$ cat config.mk
export PLATFORM = sky130hd
export DESIGN_NAME = wishbone_mem_interconnect_n
export DESIGN_NICKNAME = d
export VERILOG_FILES = /design/src/rtl/wb_ic_pkg.sv /design/src/rtl/wb_addr_decode.sv /design/src/rtl/wishbone_mem_interconnect_n.sv
export SDC_FILE = /design/constraint.sdc
export NUM_CORES = 1
export LEC_CHECK = 0
export CAP_MARGIN = 30
export CORE_AREA = 2 2 206 208
export CTS_CLUSTER_DIAMETER = 40
export DETAILED_ROUTE_END_ITERATION = 12
export DIE_AREA = 0 0 208 210
export PLACE_DENSITY_LB_ADDON = 0.3
export SLEW_MARGIN = 20
export SYNTH_ARGS = -nofsm -noshare
export SYNTH_HDL_FRONTEND = slang
export SYNTH_SLANG_ARGS = --single-unit
$ cat constraint.sdc
create_clock -name clk -period 2 [get_ports clk]
set_input_delay 0.4 -clock clk [delete_from_list [all_inputs] [get_ports clk]]
set_output_delay 0.4 -clock clk [all_outputs]
set_load 0.05 [all_outputs]
$ cat src/rtl/wb_ic_pkg.sv
// Shared types and constants for the Wishbone memory interconnect.
// The optional slave-ack timeout is enabled with WB_MEM_IC_TIMEOUT_EN.
package wb_ic_pkg;

  typedef enum logic [1:0] {
    StIdle    = 2'd0,
    StFwd     = 2'd1,
    StAck     = 2'd2,
    StRelease = 2'd3
  } wb_ic_state_e;

  localparam int unsigned ErrData              = 0;
  localparam int unsigned DefaultTimeoutCycles = 255;

endpackage

$ cat src/rtl/wb_addr_decode.sv
// Combinational base/size window decoder: returns hit, one-hot select, index and offset.
// Part of wishbone_mem_interconnect_n (timeout option WB_MEM_IC_TIMEOUT_EN lives in the top).
module wb_addr_decode
  import wb_ic_pkg::*;
#(
  parameter int unsigned NUM_SLAVES = 4,
  parameter int unsigned ADDR_W     = 32,
  parameter logic [NUM_SLAVES*ADDR_W-1:0] SLAVE_BASE = '0,
  parameter logic [NUM_SLAVES*ADDR_W-1:0] SLAVE_SIZE = '0,
  localparam int unsigned IDX_W = (NUM_SLAVES > 1) ? $clog2(NUM_SLAVES) : 1
) (
  input  logic [ADDR_W-1:0]     adr,
  output logic                  hit,
  output logic [NUM_SLAVES-1:0] onehot,
  output logic [IDX_W-1:0]      idx,
  output logic [ADDR_W-1:0]     offset
);

  // Limit is computed one bit wider so a window ending at 2^ADDR_W does not wrap.
  function automatic logic in_window(input logic [ADDR_W-1:0] a,
                                     input logic [ADDR_W-1:0] base,
                                     input logic [ADDR_W-1:0] size);
    logic [ADDR_W:0] lim;
    lim = {1'b0, base} + {1'b0, size};
    return (size != '0) && (a >= base) && ({1'b0, a} < lim);
  endfunction

  always_comb begin
    hit    = 1'b0;
    onehot = '0;
    idx    = '0;
    offset = '0;
    // Scan downward so the lowest matching index is applied last and wins.
    for (int i = NUM_SLAVES - 1; i >= 0; i--) begin
      if (in_window(adr, SLAVE_BASE[i*ADDR_W +: ADDR_W], SLAVE_SIZE[i*ADDR_W +: ADDR_W])) begin
        hit       = 1'b1;
        onehot    = '0;
        onehot[i] = 1'b1;
        idx       = IDX_W'(i);
        offset    = adr - SLAVE_BASE[i*ADDR_W +: ADDR_W];
      end
    end
  end

endmodule

$ cat src/rtl/wishbone_mem_interconnect_n.sv
// One-master, N-slave Wishbone memory interconnect with registered request/ack and
// self-answered unmapped accesses. Define WB_MEM_IC_TIMEOUT_EN for the slave-ack timeout.
module wishbone_mem_interconnect_n
  import wb_ic_pkg::*;
#(
  parameter int unsigned NUM_SLAVES = 4,
  parameter int unsigned ADDR_W     = 32,
  parameter int unsigned DATA_W     = 32,
  parameter logic [NUM_SLAVES*ADDR_W-1:0] SLAVE_BASE = '0,
  parameter logic [NUM_SLAVES*ADDR_W-1:0] SLAVE_SIZE = '0,
  parameter int unsigned TIMEOUT_CYCLES = DefaultTimeoutCycles,
  localparam int unsigned SEL_W = DATA_W / 8
) (
  input  logic                         clk,
  input  logic                         rst,
  input  logic                         i_m_we,
  input  logic                         i_m_stb,
  input  logic                         i_m_cyc,
  input  logic [SEL_W-1:0]             i_m_sel,
  input  logic [ADDR_W-1:0]            i_m_adr,
  input  logic [DATA_W-1:0]            i_m_dat,
  output logic [DATA_W-1:0]            o_m_dat,
  output logic                         o_m_ack,
  output logic                         o_m_err,
  output logic                         o_m_int,
  output logic [NUM_SLAVES-1:0]        o_s_we,
  output logic [NUM_SLAVES-1:0]        o_s_stb,
  output logic [NUM_SLAVES-1:0]        o_s_cyc,
  output logic [NUM_SLAVES*SEL_W-1:0]  o_s_sel,
  output logic [NUM_SLAVES*ADDR_W-1:0] o_s_adr,
  output logic [NUM_SLAVES*DATA_W-1:0] o_s_dat,
  input  logic [NUM_SLAVES*DATA_W-1:0] i_s_dat,
  input  logic [NUM_SLAVES-1:0]        i_s_ack,
  input  logic [NUM_SLAVES-1:0]        i_s_int
);

  localparam int unsigned IDX_W = (NUM_SLAVES > 1) ? $clog2(NUM_SLAVES) : 1;

  logic                  dec_hit;
  logic [NUM_SLAVES-1:0] dec_onehot;
  logic [IDX_W-1:0]      dec_idx;
  logic [ADDR_W-1:0]     dec_offset;

  wb_addr_decode #(
    .NUM_SLAVES (NUM_SLAVES),
    .ADDR_W     (ADDR_W),
    .SLAVE_BASE (SLAVE_BASE),
    .SLAVE_SIZE (SLAVE_SIZE)
  ) u_decode (
    .adr    (i_m_adr),
    .hit    (dec_hit),
    .onehot (dec_onehot),
    .idx    (dec_idx),
    .offset (dec_offset)
  );

  wb_ic_state_e          state_q;
  logic [IDX_W-1:0]      idx_q;
  logic [NUM_SLAVES-1:0] act_q;
  logic                  we_q;
  logic [SEL_W-1:0]      sel_q;
  logic [ADDR_W-1:0]     adr_q;
  logic [DATA_W-1:0]     wdat_q;
  logic [DATA_W-1:0]     mdat_q;
  logic                  ack_q;
  logic                  err_q;
  logic                  int_q;
  logic [DATA_W-1:0]     s_rdat [NUM_SLAVES];

`ifdef WB_MEM_IC_TIMEOUT_EN
  logic [15:0] tmo_q;
`else
  logic unused_timeout;
  assign unused_timeout = ^TIMEOUT_CYCLES;
`endif

  always_ff @(posedge clk) begin
    if (rst) begin
      state_q <= StIdle;
      idx_q   <= '0;
      act_q   <= '0;
      we_q    <= 1'b0;
      sel_q   <= '0;
      adr_q   <= '0;
      wdat_q  <= '0;
      mdat_q  <= '0;
      ack_q   <= 1'b0;
      err_q   <= 1'b0;
`ifdef WB_MEM_IC_TIMEOUT_EN
      tmo_q   <= '0;
`endif
    end else begin
      ack_q <= 1'b0;
      err_q <= 1'b0;
      unique case (state_q)
        StIdle: begin
          if (i_m_cyc && i_m_stb) begin
            if (dec_hit) begin
              idx_q   <= dec_idx;
              act_q   <= dec_onehot;
              we_q    <= i_m_we;
              sel_q   <= i_m_sel;
              adr_q   <= dec_offset;
              wdat_q  <= i_m_dat;
              state_q <= StFwd;
`ifdef WB_MEM_IC_TIMEOUT_EN
              tmo_q   <= '0;
`endif
            end else begin
              mdat_q  <= DATA_W'(ErrData);
              ack_q   <= 1'b1;
              err_q   <= 1'b1;
              state_q <= StAck;
            end
          end
        end
        StFwd: begin
          sel_q  <= i_m_sel;
          wdat_q <= i_m_dat;
          if (!i_m_cyc) begin
            // Master abort: release the slave without answering.
            act_q   <= '0;
            we_q    <= 1'b0;
            state_q <= StIdle;
          end else if (i_s_ack[idx_q]) begin
            mdat_q  <= s_rdat[idx_q];
            act_q   <= '0;
            we_q    <= 1'b0;
            ack_q   <= 1'b1;
            state_q <= StAck;
          end
`ifdef WB_MEM_IC_TIMEOUT_EN
          else if (tmo_q == 16'(TIMEOUT_CYCLES - 1)) begin
            mdat_q  <= DATA_W'(ErrData);
            act_q   <= '0;
            we_q    <= 1'b0;
            ack_q   <= 1'b1;
            err_q   <= 1'b1;
            state_q <= StAck;
          end else begin
            tmo_q <= tmo_q + 16'd1;
          end
`endif
        end
        StAck:     state_q <= StRelease;
        StRelease: if (!i_m_stb) state_q <= StIdle;
        default:   state_q <= StIdle;
      endcase
    end
  end

  always_ff @(posedge clk) begin
    if (rst) int_q <= 1'b0;
    else     int_q <= |i_s_int;
  end

  // Only the selected slave sees a non-zero request; the rest are held quiet.
  for (genvar g = 0; g < NUM_SLAVES; g++) begin : g_slave
    assign o_s_stb[g]                   = act_q[g];
    assign o_s_cyc[g]                   = act_q[g];
    assign o_s_we[g]                    = act_q[g] & we_q;
    assign o_s_sel[g*SEL_W +: SEL_W]    = act_q[g] ? sel_q  : '0;
    assign o_s_adr[g*ADDR_W +: ADDR_W]  = act_q[g] ? adr_q  : '0;
    assign o_s_dat[g*DATA_W +: DATA_W]  = act_q[g] ? wdat_q : '0;
    assign s_rdat[g]                    = i_s_dat[g*DATA_W +: DATA_W];
  end

  assign o_m_dat = mdat_q;
  assign o_m_ack = ack_q;
  assign o_m_err = err_q;
  assign o_m_int = int_q;

endmodule

* After elaboration in Yosys (flattened, before gate mapping) *
Index checks and enable logic that the tools add are counted.

cells by class
  add/sub/neg operators = 0
  $mul = 0
  div/mod/pow operators = 0
  $lt $le $gt $ge = 0
  equal/unequal tests = 9
  shift-type cells = 0
  mux-type cells = 25
  bitwise logic cells = 5
  reduce and logical (&&, ||, !) cells = 8

operators by type and width
  operator              count
  $mux W32              7
  $pmux W32 S2          1
  $mux W4               6
  $mux W2               4
  $ne A2 B2 Y1 const B  4
  $pmux W2 S4           1
  $mux W1               5
  $and A1 B1 Y1         4
  $eq A2 B2 Y1 const B  2
  $reduce_and A4 Y1     1
  $reduce_or A4 Y1      1
  $ne A3 B3 Y1 const B  1
  $reduce_and A3 Y1     1
  $eq A2 B1 Y1 const B  1
  $logic_not A2 Y1      1
  $ne A2 B1 Y1 const B  1
  $pmux W1 S2           1
  $reduce_and A2 Y1     1
  $reduce_bool A2 Y1    1
  $reduce_or A2 Y1      1
  $logic_and A1 B1 Y1   1
  $not A1 Y1            1

word-level totals
  register bits after elaboration = 78
  latch bits = 0
  RAM bits = 0
  memory bits (read-only) = 0
  bits of input ports = 209
  output and inout port bits = 319
  word-level logic and storage cells = 56
  memories kept = 0

* Logic depth before layout (Yosys ltp) *
  word-level depth = 3
  gate-level depth with buffers = 4
  depth with buffers taken out = 3

* Modules after synthesis *
Synthesis repeated with hierarchy kept, for this count alone.

second synthesis, totals
  cells, all modules = 874
  area, all modules = 7073.0 µm²

modules (own cells, without submodules)
  module                       times used  cells an instance  area each (µm²)  seq. area each (µm²)
  wishbone_mem_interconnect_n  1           834                6776.5           2242.2
  wb_addr_decode               1           40                 296.5            0.0

* Worst setup path before layout *
No wires, ideal clock.

  kind = input to register
  start point = input i_m_stb
  end point = register mdat_q[0], in the netlist o_m_dat[0]
  setup time = 60 ps
  arrival = 1183 ps
  data required time = 1940 ps
  path slack = 757 ps
  cell stages on the path = 4
  path buffers = 1
  cell sequence = mux2_4 -> a31oi_4 -> buf_6 -> a22o_1

between the ends
  longest elaborated chain between the ends = 3

ends and longest elaborated chain
  element                      line                                RTL
  from (decl)                  wishbone_mem_interconnect_n.sv:17   input logic i_m_stb,
  $logic_and A1 B1 Y1          wishbone_mem_interconnect_n.sv:97   if (i_m_cyc && i_m_stb) begin
  $ne A2 B2 Y1 (no line)       -
  $reduce_and A4 Y1 (no line)  -
  to (signal assigned)         wishbone_mem_interconnect_n.sv:110  mdat_q <= DATA_W'(ErrData);
  to (signal assigned)         wishbone_mem_interconnect_n.sv:126  mdat_q <= s_rdat[idx_q];
  to (decl)                    wishbone_mem_interconnect_n.sv:64   logic [DATA_W-1:0] mdat_q;

No other way between the ends.
A chain may end at the register's enable or synchronous reset.

* Final worst setup path *
  start point = register mdat_q[0], in the netlist o_m_dat[0]
  end point = output o_m_dat[0]

RTL lines
  element    line                               RTL
  to (decl)  wishbone_mem_interconnect_n.sv:22  output logic [DATA_W-1:0] o_m_dat,

No word-level cell between the ends.

==> out/summary.txt <==
status -> completed
core area -> 41500 um2
Hold Path Depth -> 1
Worst Path Max Fanout -> 2
antenna diode count -> 0
Final ANT Viol Nets -> 0
Hold-fix buffers, CTS -> 0
Clk Tree Root Cell -> clkbuf_16
final hold slack -> 0.473 ns
crit start category -> flop
Max Freq -> 0.529 GHz
maximum vdd ir drop -> 225 uV
drt wl/cell -> 6.54 um
layout net count -> 668
crit share post-route -> 0.945
post-synth top area share -> 0.640
Critical-path top delay cell -> clkdlybuf4s50_1
port bufs -> 75
max_cap viols -> 0
Post-route DRC -> 0
die height -> 210 um
CP delay by family, top -> buffers and inverters
Slew @ Worst Pin -> 0.536 ns
final setup violation count -> 0
CTS tree -> yes
final wirelength -> 6540 um
chip width -> 208 um
H-tree depth -> 2
RSZ-0062 raised after global routing -> false
Reg-to-Reg End -> o_m_dat[5]
TritonCTS buffer count -> 5
vias per cell -> 1.83
Leak -> 1.79 nW
dpl ws -> 0.141 ns
Avg Cell Area, Syn -> 8.81 um2
Relative slew margins -> 0.642
Yosys Warn Count -> 0
required time of the critical path -> 1.60 ns
total power -> 3.26 mW
gr ovfl total -> 0
fin crit period -> 1.89 ns
cell taking the most area after synthesis -> buf_4
TNS Setup -> 0 ns
r2r worst-path depth -> 4
total track usage -> 0.0289
clock skew -> 0.00789 ns
setup ws final -> 0.111 ns
first-pass GRT wire length -> 8310 um
Seq/Total Area, Yosys -> 0.222
via count -> 1826
fin util -> 0.0945
post-CTS setup buffer count -> 0
top post-synthesis cells by area -> buf_4, dfxtp_1, a22o_1
Final Hold Viols -> 0
worst hold endpoint -> o_m_dat[10]
Mapped Area -> 3330 um2
Arr. time, crit path -> 1.49 ns
Reg2Reg Launch Point -> state_q[0]
reg-to-reg slack, setup -> 0.60 ns
share of cells above drive strength 1 -> 0.0500
Cell Chain, Critical Path -> clkdlybuf4s50_1
flops & latches, synth -> 37
critical path class -> reg -> out
initial antenna violation count -> 0
CTS Sinks -> 37
Routability Congestion -> 0.583
Worst path max stage delay -> 0.83 ns
crit end category -> primary output
post-CTS sizing -> 0
post-synthesis cell count -> 378
# IOs -> 528
Die Footprint -> 43700 um2
vias in the first global route -> 1245
Max clock buf depth -> 2
Min-Delay Startpoint -> o_m_dat[10]
largest net degree at the start of global routing -> 20
pwr dens -> 833 nW/um2
drt pass-1 iters -> 2
Final HPWL DP -> 5180 um
Reg clk slew, reported paths -> 0.07 ns
1st-iter DRT viols -> 36
Area growth, synth to finish -> 17.6%
hold crit path type -> reg -> reg
CP Buf/Inv Count -> 1
Starting Density -> 0.0803
Rows -> 75
max-slew violation total from the final report -> 0
Netlist cell types -> 20
worst-skew pair later-pin latency -> 0.31 ns
## power by group
group | switching (mW) | internal [mW] | total [mW]
registers | 0.00646 | 0.749 | 0.756
clock network | 0.414 | 0.721 | 1.14
logic | 1.26 | 0.116 | 1.37
total | 1.68 | 1.59 | 3.26
## logic make-up after synthesis
kind of cell | share of synthesized area
buffers and inverters | 0.658
flip-flops | 0.222
other | 0.00113
multiplexers | 0.00450
AND/OR/NAND/NOR | 0.0165
AO/OA/AOI/OAI | 0.0976
## layer usage
layer  part of all wire  track usage
met4              0.035       0.0257
met5                  0            0
met1               0.31       0.0250
met2               0.50       0.0479
met3               0.15       0.0162
## Yosys cell counts (all sizes together)
master,n
nand2b,2
nor3b,1
o22a,1
dfxtp,37
inv,3
nor2,1
conb,1
o21ai,1
a22o,32
a21oi,2
a31oi,1
nor3,2
mux2,1
nand2,1
or3,1
buf,290
nor4,1
## area by class of cell
| class | count | area (um2) |
|---|---|---|
| inverters | 3 | 11.3 |
| clock inverters | 3 | 68.8 |
| multi-input cells | 331 | 1470 |
| flip-flops and latches | 37 | 741 |
| repair buffers | 81 | 831 |
| fillers | 4819 | 37600 |
| clock buffers | 5 | 125 |
| well taps | 539 | 674 |
## through the flow
stage          instances  cell area (um2)
5_1_grt              999             3920
6_report             999             3920
3_5_place_dp         991             3720
3_3_place_gp         991             3720
2_1_floorplan        661             4390
4_1_cts              999             3920
## state kept, by name (all words and copies together) (netlist names)
name     flops
o_m_err      1
o_m_int      1
o_m_dat     32
state_q      2
o_m_ack      1
## layout by cell type, fill, tap and decap left out, types with 2 or more instances in the layout
cell / Yosys / routed
clkbuf_16: 0 / 5
conb_1: 1 / 284
dfxtp_1: 37 / 37
buf_4: 284 / 8
bufinv_16: 0 / 2
nand2b_1: 2 / 2
a22o_1: 32 / 32
buf_12: 0 / 4
clkdlybuf4s50_1: 0 / 69
a21oi_1: 2 / 2
inv_1: 3 / 3
## worst max path at each step
stage | startpoint | slack, ns | cells past startpoint | endpoint
after floorplan | i_m_stb | 0.76 | 4 | o_m_dat[0]
after global placement | i_m_stb | 0.16 | 5 | o_m_dat[5]
after detailed placement | i_m_stb | 0.14 | 5 | o_m_dat[5]
after CTS | o_m_dat[11] | 0.05 | 1 | o_m_dat[11]
after global routing | o_m_dat[11] | 0.04 | 1 | o_m_dat[11]
final | o_m_dat[0] | 0.11 | 1 | o_m_dat[0]
Note: power is estimated with default switching activity, not from simulation.
